--- src/rtl/codec_cfg_pkg.sv ---
// Shared types and WM8731 register-table constants for the codec configuration sequencer.
package codec_cfg_pkg;

    typedef enum logic [2:0] {
        S_IDLE,
        S_LOAD,
        S_GO,
        S_GAP,
        S_RELEASE,
        S_NEXT,
        S_DONE,
        S_ERR
    } state_t;

    localparam int TABLE_LEN = 10;

    localparam logic [6:0] R_LLINE   = 7'h00;
    localparam logic [6:0] R_RLINE   = 7'h01;
    localparam logic [6:0] R_LHP     = 7'h02;
    localparam logic [6:0] R_RHP     = 7'h03;
    localparam logic [6:0] R_ANALOG  = 7'h04;
    localparam logic [6:0] R_DIGITAL = 7'h05;
    localparam logic [6:0] R_POWER   = 7'h06;
    localparam logic [6:0] R_IFACE   = 7'h07;
    localparam logic [6:0] R_SAMPLE  = 7'h08;
    localparam logic [6:0] R_ACTIVE  = 7'h09;

    localparam logic [8:0] VAL_LINE        = 9'h017;
    localparam logic [8:0] VAL_ANALOG_MIC  = 9'h014;
    localparam logic [8:0] VAL_ANALOG_LINE = 9'h012;
    localparam logic [8:0] VAL_DIGITAL     = 9'h000;
    localparam logic [8:0] VAL_POWER       = 9'h000;
    localparam logic [8:0] VAL_IFACE       = 9'h001;
    localparam logic [8:0] VAL_SAMPLE      = 9'h000;
    localparam logic [8:0] VAL_ACTIVE      = 9'h001;

    // Headphone and analogue-path values depend on live volume / input selection.
    function automatic logic [8:0] reg_value(input logic [6:0] addr,
                                             input logic [6:0] vol,
                                             input logic       mic);
        logic [8:0] val;
        val = 9'h000;
        case (addr)
            R_LLINE, R_RLINE: val = VAL_LINE;
            R_LHP, R_RHP:     val = {2'b01, vol};
            R_ANALOG:         val = mic ? VAL_ANALOG_MIC : VAL_ANALOG_LINE;
            R_DIGITAL:        val = VAL_DIGITAL;
            R_POWER:          val = VAL_POWER;
            R_IFACE:          val = VAL_IFACE;
            R_SAMPLE:         val = VAL_SAMPLE;
            R_ACTIVE:         val = VAL_ACTIVE;
            default:          val = 9'h000;
        endcase
        return val;
    endfunction

endpackage

--- src/rtl/cfg_timeout_ctr.sv ---
// Loadable down-counter; expired is high once the count has reached zero.
module cfg_timeout_ctr #(
    parameter int WIDTH = 13
) (
    input  logic             clock,
    input  logic             reset,
    input  logic             load,
    input  logic [WIDTH-1:0] load_val,
    input  logic             en,
    output logic             expired
);

    logic [WIDTH-1:0] count_reg;

    always_ff @(posedge clock or posedge reset) begin
        if (reset) begin
            count_reg <= '0;
        end else if (load) begin
            count_reg <= load_val;
        end else if (en && (count_reg != '0)) begin
            count_reg <= count_reg - 1'b1;
        end
    end

    assign expired = (count_reg == '0);

endmodule

--- src/rtl/codec_config_sequencer.sv ---
// Programs the WM8731 register table over i2c after reset, then rewrites R4 or R2/R3
// on input-select and volume changes. Define CFG_VOL_DOWN_EN to add the vol_down input.
module codec_config_sequencer #(
    parameter logic [7:0] DEV_ADDR       = 8'h34,
    parameter logic [6:0] VOL_MIN        = 7'h30,
    parameter logic [6:0] VOL_MAX        = 7'h7F,
    parameter logic [6:0] VOL_INIT       = 7'h79,
    parameter logic [6:0] VOL_STEP       = 7'h04,
    parameter int         TIMEOUT_CYCLES = 4096,
    parameter int         MAX_RETRY      = 3
) (
    input  logic        clock,
    input  logic        reset,
    input  logic        sel_mic,
    input  logic        vol_up,
`ifdef CFG_VOL_DOWN_EN
    input  logic        vol_down,
`endif
    input  logic        i2c_end_tr,
    output logic        i2c_go,
    output logic [23:0] i2c_data,
    output logic        busy,
    output logic        cfg_done,
    output logic        error,
    output logic [6:0]  volume
);
    import codec_cfg_pkg::*;

    localparam int CTR_W   = $clog2(TIMEOUT_CYCLES + 1);
    localparam int RETRY_W = $clog2(MAX_RETRY + 1);

    state_t             state_reg, state_next;
    logic [3:0]         index_reg, index_next;
    logic [RETRY_W-1:0] retry_reg, retry_next;
    logic [23:0]        i2c_data_reg;
    logic               cfg_done_reg;
    logic [6:0]         volume_reg, volume_next;
    logic [1:0]         sync_reg;
    logic               mic_prev_reg, mic_pend_reg, vol_pend_reg;

    logic       load_word, ctr_load, ctr_expired;
    logic       take_mic, take_vol, finish_init;
    logic       mic_sync, mic_change, vol_req;
    logic [6:0] reg_addr;
    logic [7:0] vol_sum;
    logic [6:0] vol_up_val;

    assign mic_sync   = sync_reg[1];
    assign mic_change = mic_sync ^ mic_prev_reg;
    assign reg_addr   = {3'b000, index_reg};

    assign vol_sum    = {1'b0, volume_reg} + {1'b0, VOL_STEP};
    assign vol_up_val = (vol_sum > {1'b0, VOL_MAX}) ? VOL_MIN : vol_sum[6:0];

`ifdef CFG_VOL_DOWN_EN
    logic       vol_inc, vol_dec;
    logic [6:0] vol_dn_val;
    assign vol_inc    = vol_up & ~vol_down;
    assign vol_dec    = vol_down & ~vol_up;
    assign vol_dn_val = ({1'b0, volume_reg} < ({1'b0, VOL_MIN} + {1'b0, VOL_STEP}))
                        ? VOL_MAX : (volume_reg - VOL_STEP);
    assign vol_req    = vol_inc | vol_dec;
    assign volume_next = vol_inc ? vol_up_val : (vol_dec ? vol_dn_val : volume_reg);
`else
    assign vol_req     = vol_up;
    assign volume_next = vol_up ? vol_up_val : volume_reg;
`endif

    cfg_timeout_ctr #(
        .WIDTH(CTR_W)
    ) u_timeout (
        .clock   (clock),
        .reset   (reset),
        .load    (ctr_load),
        .load_val(CTR_W'(TIMEOUT_CYCLES - 1)),
        .en      (state_reg == S_GO),
        .expired (ctr_expired)
    );

    always_comb begin
        state_next  = state_reg;
        index_next  = index_reg;
        retry_next  = retry_reg;
        load_word   = 1'b0;
        ctr_load    = 1'b0;
        take_mic    = 1'b0;
        take_vol    = 1'b0;
        finish_init = 1'b0;
        case (state_reg)
            S_IDLE: begin
                if (mic_pend_reg) begin
                    take_mic   = 1'b1;
                    index_next = R_ANALOG[3:0];
                    state_next = S_LOAD;
                end else if (vol_pend_reg) begin
                    take_vol   = 1'b1;
                    index_next = R_LHP[3:0];
                    state_next = S_LOAD;
                end
            end
            S_LOAD: begin
                load_word  = 1'b1;
                ctr_load   = 1'b1;
                retry_next = '0;
                // never raise a new request while the previous ack is still high
                if (!i2c_end_tr) state_next = S_GO;
            end
            S_GO: begin
                if (i2c_end_tr) begin
                    state_next = S_RELEASE;
                end else if (ctr_expired) begin
                    if (retry_reg == RETRY_W'(MAX_RETRY)) begin
                        state_next = S_ERR;
                    end else begin
                        retry_next = retry_reg + 1'b1;
                        state_next = S_GAP;
                    end
                end
            end
            S_GAP: begin
                ctr_load = 1'b1;
                if (!i2c_end_tr) state_next = S_GO;
            end
            S_RELEASE: begin
                if (!i2c_end_tr) state_next = S_NEXT;
            end
            S_NEXT: begin
                if (!cfg_done_reg) begin
                    if (index_reg == 4'(TABLE_LEN - 1)) begin
                        state_next = S_DONE;
                    end else begin
                        index_next = index_reg + 4'd1;
                        state_next = S_LOAD;
                    end
                end else if (index_reg == R_LHP[3:0]) begin
                    index_next = R_RHP[3:0];
                    state_next = S_LOAD;
                end else begin
                    state_next = S_IDLE;
                end
            end
            S_DONE: begin
                finish_init = 1'b1;
                state_next  = S_IDLE;
            end
            S_ERR: begin
                state_next = S_ERR;
            end
            default: begin
                state_next = S_ERR;
            end
        endcase
    end

    always_ff @(posedge clock or posedge reset) begin
        if (reset) begin
            state_reg    <= S_LOAD;
            index_reg    <= '0;
            retry_reg    <= '0;
            i2c_data_reg <= '0;
            cfg_done_reg <= 1'b0;
            volume_reg   <= VOL_INIT;
            sync_reg     <= '0;
            mic_prev_reg <= 1'b0;
            mic_pend_reg <= 1'b0;
            vol_pend_reg <= 1'b0;
        end else begin
            state_reg    <= state_next;
            index_reg    <= index_next;
            retry_reg    <= retry_next;
            volume_reg   <= volume_next;
            sync_reg     <= {sync_reg[0], sel_mic};
            mic_prev_reg <= mic_sync;
            if (load_word) begin
                i2c_data_reg <= {DEV_ADDR, reg_addr, reg_value(reg_addr, volume_reg, mic_sync)};
            end
            if (finish_init) cfg_done_reg <= 1'b1;
            // a new request in the same cycle as its clear wins, so nothing is dropped
            if (mic_change)                  mic_pend_reg <= 1'b1;
            else if (take_mic || finish_init) mic_pend_reg <= 1'b0;
            if (vol_req)                     vol_pend_reg <= 1'b1;
            else if (take_vol || finish_init) vol_pend_reg <= 1'b0;
        end
    end

    assign i2c_go   = (state_reg == S_GO);
    assign i2c_data = i2c_data_reg;
    assign busy     = (state_reg != S_IDLE) || mic_pend_reg || vol_pend_reg;
    assign cfg_done = cfg_done_reg;
    assign error    = (state_reg == S_ERR);
    assign volume   = volume_reg;

endmodule

--- config.mk ---
export PLATFORM = sky130hd
export DESIGN_NAME = codec_config_sequencer
export DESIGN_NICKNAME = d
export VERILOG_FILES = /design/src/rtl/codec_cfg_pkg.sv /design/src/rtl/cfg_timeout_ctr.sv /design/src/rtl/codec_config_sequencer.sv
export SDC_FILE = /design/constraint.sdc
export NUM_CORES = 1
export LEC_CHECK = 0
export ABC_AREA = 1
export CORE_MARGIN = 10
export CORE_UTILIZATION = 54
export DETAILED_ROUTE_END_ITERATION = 10
export HOLD_SLACK_MARGIN = 0.15
export MAX_ROUTING_LAYER = met4
export PLACE_DENSITY = 0.79
export SLEW_MARGIN = 20
export SYNTH_ARGS = -nofsm -noshare
export SYNTH_HDL_FRONTEND = slang
export SYNTH_SLANG_ARGS = --single-unit
--- constraint.sdc ---
create_clock -name clock -period 1.9 [get_ports clock]
set_clock_uncertainty 0.15 [all_clocks]
set_input_delay 0.57 -clock clock [delete_from_list [all_inputs] [get_ports clock]]
set_output_delay 0.57 -clock clock [all_outputs]
set_load 0.005 [all_outputs]
==> out/summary.md <==
For the starting density of the core, the log shows 0.561. STA classifies the critical path endpoint as a primary output. The run finished, with violations left. After the first detailed-routing iteration, the DRC count stood at 132. Hold repair after CTS inserted 0 buffers. The minimum setup slack after placement is -134 ps, and the area of the placeable core is 0.00479 mm2.

The level count of the clock H-tree was 2. Clock-pin slew was measured on the worst setup and hold paths at 90 ps. The most frequent cell on the critical path is buf_4.

The run gives 0.175 as the relative contribution of combinational cells to total power. Entering global routing, the biggest net connects 48 pins. The most frequently used flop master after synthesis was dfrtp_1. Setup repair after global routing could not meet its margin everywhere. The number of synthesized register bits works out to 47.

The repair_antennas step left the layout with diodes totalling 0. Walking the worst path, the cells encountered are buf_4 -> buf_4 -> buf_4 -> nand3_2 -> inv_2 -> buf_2. The logs give 2 for the clock tree buffer depth and 29 for the post-synthesis cell type count.

The run gives 3 as the count of final setup violators. The share of post-route cells with drive strength above 1 works out to 0.202. The tools report the total routing resource utilization after global routing as 0.153. The type of the worst setup path is flip-flop to primary output. The final reports fail on setup timing. From synthesis to final layout, the design area changed by 25.6%. The final weighted congestion of routability-driven global placement was 0.884. The slowest stage of the critical path is the dfrtp_1 cell. The tools report the count of synthesis-stage warnings from yosys as 0.

The tools report the share of power burned in registers as 0.506. Wires add up to 5.98 mm. The number of instances on the worst hold path is 0, and the number of nets still failing antenna checks after routing is 0.

After detailed placement, the total cell area comes to 0.00315 mm2. The initial antenna violation count came out at 0. TritonCTS built the clock tree. The finished cells cover 0.00337 mm2. The switching share of power was 0.253. In this design, the stage delay of the slowest critical-path cell is 390 ps. Ranked by total cell area, the synthesized netlist is headed by dfrtp_1 (38%), nand2_1 (15%), nand3_1 (6.0%). The number of flops mapped to enable cells by yosys is 0.

The share of synthesized registers carrying an async set or reset is 1.00. The number of clock buffers added by TritonCTS is 5. The post-detailed-route via-to-cell ratio is 4.89, and the number of maximum-capacitance violations is 0.

The commonest cells after synthesis are nand2_1 (109), dfrtp_1 (41), inv_1 (37), nand3_1 (32), nor2_1 (25). Cell internal power was estimated by the tool at 0.00170 W. The worst-case IR drop observed on VDD is 0.000571 V. The die is 90.5 um wide. The first global-routing pass estimated 10.4 mm of wire. The first detailed-routing pass took 4 iterations. Along the worst path, the maximum fanout reaches 2. Port buffering added 29 buffers. The total overflow left after global routing is 0.

The fraction of the core area covered by cells at the end of the flow was 0.705; the area share of the largest cell type after synthesis was 0.382. In the final routed layout, each cell accounts on average for 12.3 um. Post-route fraction of the period consumed by the critical path: 1.06. The most area-hungry cell type in the Yosys netlist is dfrtp_1. At the end of the flow, the number of nets in the layout was 432. The worst hold path belongs to the class flip-flop to flip-flop. The worst register-to-register path has a depth of 11. The detailed placer's ending HPWL was 4.42 mm. Fill cells in the final layout number 396. The worst setup path is launched from a flip-flop. The leading cell type by number of instances after synthesis was nand2_1. The site row count was 25; the netlist area before placement was 0.00269 mm2. The logs give 1.93 nW for the total leakage power and 40 for the I/O pin count. The clock power share came out at 0.318.

Clock tree root driver cell: clkbuf_8. The average instance area after synthesis is 7.59 um2, and the number of sinks driven by the clock tree is 47. For this run, design rule violations remaining after detail routing come to 0.

The run gives 0.441 as the sequential-to-total area share from yosys stat. The net switching component of the power is 0.000575 W, and the total power divided by cell area is 673 mW/mm2. The number of global-route vias before repair was 2,346; the post-route worst setup slack was -106 ps. The final count of hold timing violations is 0.

Based on the critical path, the design can be clocked at up to 0.499 GHz. Clock latency on the worst-skew pair, taken at its later pin, is 290 ps. The die is 90.5 um tall.

The total number of vias was 2,381; the worst endpoint data arrival time was 1290 ps. The logs give 0 for the number of pins with negative max-slew slack in the final report and 1180 ps for the required time at the endpoint of the critical path. The die covers 0.00820 mm2. The cell count after synthesis came out at 354. After layout, the minimum clock period comes to 2010 ps.
logic make-up after synthesis:
logic type,count (synthesis),share of synthesized area
other,1,0.00140
AO/OA/AOI/OAI,35,0.0661
flip-flops,47,0.441
AND/OR/NAND/NOR,197,0.331
buffers and inverters,62,0.110
adder cells (fa/ha/maj),8,0.0373
XOR/XNOR,4,0.0130
area by class of cell:
class / count / area (um2) / area share
multi-input combinational: 254 / 1250 / 0.371
sequential: 47 / 1180 / 0.351
timing repair buffer: 67 / 576 / 0.171
inverter: 44 / 166 / 0.0493
tap: 67 / 83.8 / 0.0248
clock buffer: 5 / 68.8 / 0.0204
clock inverter: 3 / 43.8 / 0.0130
metrics by stage:
step	setup TNS, ps	power [W]	std cells	hold WS [ps]
finish	-237	0.00227	487	211
global route	-392	0.00239	487	217
CTS	-386	0.00229	483	212
detailed placement	-496	0.00154	464	189
global placement	-323	0.00153	464	182
floorplan	0	0.00134	363	181
per-layer routing:
layer / track usage / part of all wire / wire length (um) / up-vias
li1: - / - / - / 1228
met1: 0.168 / 0.43 / 2590 / 1109
met2: 0.274 / 0.52 / 3120 / 40
met3: 0.0316 / 0.038 / 227 / 4
met4: 0.0371 / 0.0085 / 51 / 0
met5: - / 0 / 0 / -
path summary, 6_finish.rpt:
| kind | from | to | slack, ps |
|---|---|---|---|
| min in group asynchronous | reset | i2c_data[7] | 480 |
| setup / recovery | state_reg[1] | i2c_go | -110 |
| setup reg to reg | state_reg[0] | state_reg[0] | 180 |
| max in group asynchronous | reset | state_reg[0] | 850 |
| hold reg to reg | sync_reg[0] | sync_reg[1] | 210 |
| hold / removal | sync_reg[0] | sync_reg[1] | 210 |
worst max-delay path: cells and delay by family (launching register included):
kind | cells | cell delay (ps)
AND/OR/NAND/NOR | 1 | 80
flip-flops | 1 | 390
buffers and inverters | 5 | 530
power groups by stage:
| stage | registers [W] | clock network [W] | logic [W] |
|---|---|---|---|
| finish | 0.00115 | 0.000723 | 0.000399 |
| CTS | 0.00115 | 0.000740 | 0.000406 |
| floorplan | 0.00120 | 0 | 0.000148 |
| global placement | 0.00119 | 0 | 0.000342 |
| detailed placement | 0.00120 | 0 | 0.000349 |
| global route | 0.00116 | 0.000784 | 0.000447 |
cell usage in the layout, fill, tap and decap left out, types with 2 or more instances in the layout:
| master | n |
|---|---|
| dlygate4sd2_1 | 16 |
| nand3_1 | 31 |
| ha_1 | 8 |
| nand4_1 | 9 |
| nand3_2 | 4 |
| a21oi_1 | 6 |
| nor3_1 | 3 |
| clkinv_2 | 2 |
| clkdlybuf4s50_1 | 4 |
| o21ai_1 | 16 |
| nand2_1 | 109 |
| inv_2 | 8 |
| conb_1 | 10 |
| nor2_2 | 3 |
| dfrtp_1 | 41 |
| nand2_4 | 3 |
| nor2_4 | 3 |
| or2_2 | 5 |
| clkbuf_8 | 5 |
| xnor2_1 | 2 |
| xor2_1 | 2 |
| inv_1 | 35 |
| buf_4 | 35 |
| clkbuf_2 | 2 |
| o21ai_0 | 12 |
| dfstp_2 | 6 |
| dlymetal6s2s_1 | 6 |
| nor2_1 | 24 |
| buf_6 | 2 |
| nand2_2 | 3 |
timing repair:
item                                    in CTS  in global routing
endpoints found under the setup margin      21                  9
buffers inserted                            11                  4
pin swaps                                    2                  3
resized for setup                           26                 12
No activity file was read; power rests on OpenSTA's default activity.
